===== src/rtl/median_seq_if.sv =====
// Handshake bundle between the window source, the median sequencer and MED.
// The sequencer is the slave; the source/test side is the master.
interface median_seq_if;
  logic DSI;
  logic MED_DSI;
  logic MED_BYP;
  logic DSO;
  logic BUSY;
  logic ERR;

  modport master (
    output DSI,
    input  MED_DSI,
    input  MED_BYP,
    input  DSO,
    input  BUSY,
    input  ERR
  );

  modport slave (
    input  DSI,
    output MED_DSI,
    output MED_BYP,
    output DSO,
    output BUSY,
    output ERR
  );
endinterface


===== src/rtl/median_seq.sv =====
// Sequencer driving a P-tap MED compare-exchange shift register.
// Optional result counter RES_CNT is enabled by defining MEDIAN_PERF_EN.
module median_seq #(
  parameter int P  = 9,
  parameter int CW = 16
) (
  input  logic          CLK,
  input  logic          nRST,
  median_seq_if.slave   bus
`ifdef MEDIAN_PERF_EN
  ,
  output logic [CW-1:0] RES_CNT
`endif
);

  localparam int K  = (P - 1) / 2;
  localparam int NW = $clog2(P + 1);

  localparam logic [NW-1:0] C_ONE  = NW'(1);
  localparam logic [NW-1:0] C_LLD  = NW'(P - 1);
  localparam logic [NW-1:0] C_CMP  = NW'(P - 2);
  localparam logic [NW-1:0] C_LPS  = NW'(K - 1);

  typedef enum logic [2:0] {
    S_IDLE,
    S_LOAD,
    S_CMP,
    S_ROT,
    S_FIN,
    S_DONE
  } state_t;

  state_t        r_state;
  state_t        w_nxt;
  logic [NW-1:0] r_cnt;
  logic [NW-1:0] w_cnt;
  logic [NW-1:0] r_pass;
  logic [NW-1:0] w_pass;
  logic          r_err;
  logic          w_err;
  logic          w_dsi_ok;
  logic          w_cmp;

  always_ff @(posedge CLK) begin
    if (!nRST) begin
      r_state <= S_IDLE;
      r_cnt   <= '0;
      r_pass  <= '0;
      r_err   <= 1'b0;
    end else begin
      r_state <= w_nxt;
      r_cnt   <= w_cnt;
      r_pass  <= w_pass;
      r_err   <= w_err;
    end
  end

  always_comb begin
    w_nxt  = r_state;
    w_cnt  = r_cnt;
    w_pass = r_pass;
    w_err  = r_err;
    unique case (r_state)
      S_IDLE: begin
        if (bus.DSI) begin
          w_nxt = S_LOAD;
          w_cnt = C_ONE;
        end
      end
      S_LOAD: begin
        if (!bus.DSI) begin
          w_nxt = S_IDLE;
          w_cnt = '0;
          w_err = 1'b1;
        end else if (r_cnt == C_LLD) begin
          w_nxt  = S_CMP;
          w_cnt  = '0;
          w_pass = '0;
        end else begin
          w_cnt = r_cnt + C_ONE;
        end
      end
      S_CMP: begin
        if (bus.DSI) w_err = 1'b1;
        // compare phase shrinks by one cycle per pass
        if (r_cnt == C_CMP - r_pass) begin
          w_nxt = S_ROT;
          w_cnt = '0;
        end else begin
          w_cnt = r_cnt + C_ONE;
        end
      end
      S_ROT: begin
        if (bus.DSI) w_err = 1'b1;
        if (r_cnt == r_pass) begin
          w_cnt = '0;
          if (r_pass == C_LPS) begin
            w_nxt = S_FIN;
          end else begin
            w_nxt  = S_CMP;
            w_pass = r_pass + C_ONE;
          end
        end else begin
          w_cnt = r_cnt + C_ONE;
        end
      end
      S_FIN: begin
        if (bus.DSI) w_err = 1'b1;
        if (r_cnt == C_LPS) begin
          w_nxt = S_DONE;
          w_cnt = '0;
        end else begin
          w_cnt = r_cnt + C_ONE;
        end
      end
      S_DONE: begin
        if (bus.DSI) begin
          w_nxt = S_LOAD;
          w_cnt = C_ONE;
        end else begin
          w_nxt = S_IDLE;
        end
      end
      default: begin
        w_nxt = S_IDLE;
        w_cnt = '0;
      end
    endcase
  end

  assign w_dsi_ok = (r_state == S_IDLE) ||
                    (r_state == S_LOAD) ||
                    (r_state == S_DONE);
  assign w_cmp    = (r_state == S_CMP) ||
                    (r_state == S_FIN);

  // outputs are forced safe while reset is asserted
  assign bus.MED_DSI = nRST & bus.DSI & w_dsi_ok;
  assign bus.MED_BYP = ~nRST | ~w_cmp;
  assign bus.DSO     = nRST & (r_state == S_DONE);
  assign bus.BUSY    = nRST & ((r_state != S_IDLE) | bus.DSI);
  assign bus.ERR     = r_err;

`ifdef MEDIAN_PERF_EN
  logic [CW-1:0] r_res_cnt;

  always_ff @(posedge CLK) begin
    if (!nRST) begin
      r_res_cnt <= '0;
    end else if (r_state == S_DONE) begin
      r_res_cnt <= r_res_cnt + 1'b1;
    end
  end

  assign RES_CNT = r_res_cnt;
`endif

endmodule

===== src/flat_wrapper.sv =====
// flat-port wrapper written by rule: the top's interface ports become plain ports
module median_seq_flat 
#(
  parameter int P  = 9,
  parameter int CW = 16
)
  (CLK, nRST, bus_DSI, bus_MED_DSI, bus_MED_BYP, bus_DSO, bus_BUSY, bus_ERR);
  median_seq_if bus_i ();
  input  logic CLK;
  input  logic nRST;
  input wire logic [$bits(bus_i.DSI)-1:0] bus_DSI;
  output wire logic [$bits(bus_i.MED_DSI)-1:0] bus_MED_DSI;
  output wire logic [$bits(bus_i.MED_BYP)-1:0] bus_MED_BYP;
  output wire logic [$bits(bus_i.DSO)-1:0] bus_DSO;
  output wire logic [$bits(bus_i.BUSY)-1:0] bus_BUSY;
  output wire logic [$bits(bus_i.ERR)-1:0] bus_ERR;
  assign bus_i.DSI = bus_DSI;
  assign bus_MED_DSI = bus_i.MED_DSI;
  assign bus_MED_BYP = bus_i.MED_BYP;
  assign bus_DSO = bus_i.DSO;
  assign bus_BUSY = bus_i.BUSY;
  assign bus_ERR = bus_i.ERR;
  median_seq #(.P(P), .CW(CW)) u_core (.CLK(CLK), .nRST(nRST), .bus(bus_i));
endmodule

===== config.mk =====
export PLATFORM = sky130hd
export DESIGN_NAME = median_seq_flat
export DESIGN_NICKNAME = d
export VERILOG_FILES = /design/src/rtl/median_seq_if.sv /design/src/rtl/median_seq.sv /design/src/flat_wrapper.sv
export SDC_FILE = /design/constraint.sdc
export NUM_CORES = 1
export LEC_CHECK = 0
export CAP_MARGIN = 20
export CORE_MARGIN = 2
export CORE_UTILIZATION = 40
export DETAILED_ROUTE_END_ITERATION = 16
export SYNTH_ARGS = -nofsm -noshare
export SYNTH_HDL_FRONTEND = slang
export SYNTH_SLANG_ARGS = --single-unit
export TNS_END_PERCENT = 30

===== constraint.sdc =====
create_clock -name CLK -period 5.2 [get_ports CLK]
set_input_delay 1.56 -clock CLK [delete_from_list [all_inputs] [get_ports CLK]]
set_output_delay 1.56 -clock CLK [all_outputs]
set_load 0.05 [all_outputs]

==> summary.md <==
| Metric | Value |
|---|---|
| Clock share of power | `32.1%` |
| Worst Hold Path Cells | `2` |
| Post-route design area | `954.7 sq um` |
| Lkg Pwr | `between 0.0003 and 0.0004 uW` |
| Vias in the first global route | `~670` |
| TritonCTS Buffers | `3` |
| Min-Delay Endpoint | `u_core.r_pass[2]` |
| Critical Path Fanout Max | `9` |
| Period utilization | `87.43%` |
| Sequential share of the synthesized area | `27.95%` |
| Post-CTS resize count | `0` |
| Crit path cell chain | `clkdlybuf4s50_1 -> inv_1 -> or3_1 -> buf_4` |
| CP arrival | `2.99 ns` |
| CTS H-tree lvls | `1` |
| Netlist cell types | `39` |
| Die W | `a little over 50 um` |
| DP Area | `918.4 sq um` |
| Switching power | `80.26 uW` |
| Bufs and invs on worst path | `3` |
| Routed WL | `1858 um` |
| Fill cells | `230` |
| I/O Pins | `8` |
| Worst Path Required | `3.64 ns` |
| CP delay by family, top | `buffers and inverters` |
| Critical Path Max Stage Delay | `between 0.6 and 0.7 ns` |
| Initial Utilization | `around 43%` |
| Int Pwr | `161.5 uW` |
| Core Footprint | `around 0.0020 sq mm` |
| Final Hold Fails | `0` |
| Sum of negative setup slack | `0 ns` |
| WL/cell | `~14 um` |
| Most frequent cells after synthesis | `12 x dfxtp_1, 8 x a21oi_1, 8 x nand2_1, 6 x nor2_1, 6 x o21ai_0` |
| Setup Fix Bufs, Post-CTS | `0` |
| Post-synth EDFFs | `0` |
| Clock tree buffer depth | `2` |
| Run status | `finished, final reports clean` |
| Ys async rst share | `0%` |
| ANT nets after route | `0` |
| Via count | `around 770` |
| Critical path class | `primary input to output pin` |
| Min-Delay Startpoint | `u_core.r_pass[2]` |
| Slowest-stage cell, CP | `clkdlybuf4s50_1` |
| Area Overhead vs Synth | `11.06%` |
| Final Critical Period | `4.546 ns` |
| Comb pwr share | `22.6%` |
| RSZ-0062 raised after global routing | `no` |
| DP Cell Count | `131` |
| Peak VDD IR | `around 0.00013 V` |
| Cell Pwr Density | `253.2 mW/mm^2` |
| Predominant post-synthesis flop cell | `dfxtp_1` |
| DR pass1 iterations | `4` |
| Register bit count reported by yosys | `12` |
| Worst-path clk slew | `0.08 ns` |
| Crit path launch type | `primary input` |
| Via/cell ratio | `5.696` |
| Finished Layout Cells | `135` |
| Synth Cell Area | `859.6 sq um` |
| Post-DP HPWL | `about 1300 um` |
| Placer Congestion | `between 0.7 and 0.8` |
| Cts hold-fix bufs | `0` |
| Setup ws final | `roughly 0.65 ns` |
| Root buf cell | `clkbuf_4` |
| Initial antenna violation count | `0` |
| CTS tree | `yes` |
| Rel. slew slack | `64.68%` |
| Syn nets | `110` |
| Nets | `roughly 120` |
| Max-cap viol count | `0` |
| Synthesized area per cell | `between 8 and 9 sq um` |
| DRC viols | `0` |
| Synth top area share | `27.95%` |
| Slew Viols, Final | `0` |
| Worst r2r path cells | `4` |
| Largest net degree at the start of global routing | `18` |
| IO Port Bufs | `7` |
| Launch point of the worst reg-to-reg path | `u_core.r_state[1]` |
| Die Ht | `50.36 um` |
| Total GRT Usage | `16.66%` |
| Post-synthesis instance total | `104` |
| Worst hold margin | `0.5321 ns` |
| Die ar. | `0.002536 sq mm` |
| N_diodes | `0` |
| GRT overflow | `0` |
| Cell taking the most area after synthesis | `dfxtp_1` |
| Reg2reg setup slack | `3.14 ns` |
| CTS sink cnt | `12` |
| Clk Latency, worst-skew pair | `0.28 ns` |
| Setup WS pre-CTS | `0.6585 ns` |
| Final setup violation count | `0` |
| First-pass GRT wire length | `3187 um` |
| Hold Path Class | `flip-flop to flip-flop` |
| Final Skew | `around 0.0063 ns` |
| Most frequent cell after synthesis | `dfxtp_1` |
| Slew @ Worst Pin | `between 0.5 and 0.6 ns` |
| Crit. End Element | `output pin` |
| Layout cell share with drive strength beyond 1 | `13.89%` |
| Largest cells by area after synthesis | `dfxtp_1 28%, xor2_1 5.1%, a21oi_1 4.7%` |
| DR iter-0 viols | `12` |
| Max Fclk | `220.0 MHz` |
| Sw Share | `about a third` |
| YS warnings | `0` |
| Row count | `16` |
| Sequential share of power | `45.3%` |
| Worst flop-to-flop path endpoint | `u_core.r_pass[3]` |
==> worst register-to-register path: stages (launching register included) <==
cell,delay [ns]
dfxtp_1,0.62
nor2_1,0.21
a2111o_1,0.50
or4_1,0.53
a21oi_1,0.14
==> worst max path at each step <==
stage,cells after the start,endpoint,from
2_1_floorplan,3,bus_BUSY,nRST
3_3_place_gp,4,bus_MED_BYP,nRST
3_5_place_dp,4,bus_MED_BYP,nRST
4_1_cts,4,bus_MED_BYP,nRST
5_1_grt,4,bus_MED_BYP,nRST
6_report,4,bus_MED_BYP,nRST
==> routing by layer <==
metal	up-vias	track usage, %	share of wire (%)
li1	397	-	-
met1	361	24.03	53
met2	7	22.59	42
met3	4	3.571	2.4
met4	0	9.459	2.2
met5	-	0	0
==> registers in the layout, summed over array words and instances (netlist names) <==
signal,count
u_core.r_state,3
u_core.r_pass,4
u_core.r_cnt,4
u_core.bus.ERR,1
==> placed cells by master, fill, tap and decap left out, types with 3 or more instances in the layout <==
cell | synthesis | layout
nand2b_1 | 4 | 4
ha_1 | 3 | 3
buf_4 | 2 | 4
clkdlybuf4s50_1 | 0 | 3
nor2_1 | 6 | 6
nand2_1 | 8 | 8
nand3_1 | 3 | 3
dfxtp_1 | 12 | 12
o21ai_0 | 6 | 6
or3b_2 | 3 | 3
a21oi_1 | 8 | 8
inv_1 | 5 | 5
clkbuf_4 | 0 | 3
o32ai_1 | 3 | 3
xor2_1 | 5 | 5
==> metrics by stage <==
| stage | total power, uW | utilization (%) |
|---|---|---|
| after floorplan | 153.0 | - |
| after global placement | 165.9 | 45.88 |
| after detailed placement | 165.6 | 45.88 |
| after CTS | 243.0 | 47.69 |
| after global routing | 255.2 | 47.69 |
| final | 241.7 | 47.69 |
==> power groups by stage <==
stage	clock [uW]	combinational [uW]	sequential, uW
detailed placement	0	54.3	111
global route	84.9	59.6	111
finish	77.6	54.6	109
global placement	0	54.6	111
floorplan	0	46.4	107
CTS	79.1	54.7	109
==> cells by family after synthesis <==
logic type                 count (synthesis)  share of synthesized area, %
and+or+nand+nor                           39                         28.09
AOI/OAI and AO/OA                         30                         25.04
buffers and inverters                     12                         6.258
DFF                                       12                         27.95
xor gates and xnor gates                   7                         7.133
adders and majority gates                  3                         4.367
muxes                                      1                         1.165
==> layout make-up <==
cell class / instances / area [sq um] / area share (%)
inverter: 5 / 18.77 / 1.966
sequential: 12 / 240.2 / 25.16
tap: 27 / 33.78 / 3.539
clock buffer: 4 / 36.28 / 3.801
timing repair buffer: 7 / 60.06 / 6.291
multi-input combinational: 80 / 565.5 / 59.24
No activity file was read; power rests on OpenSTA's default activity.
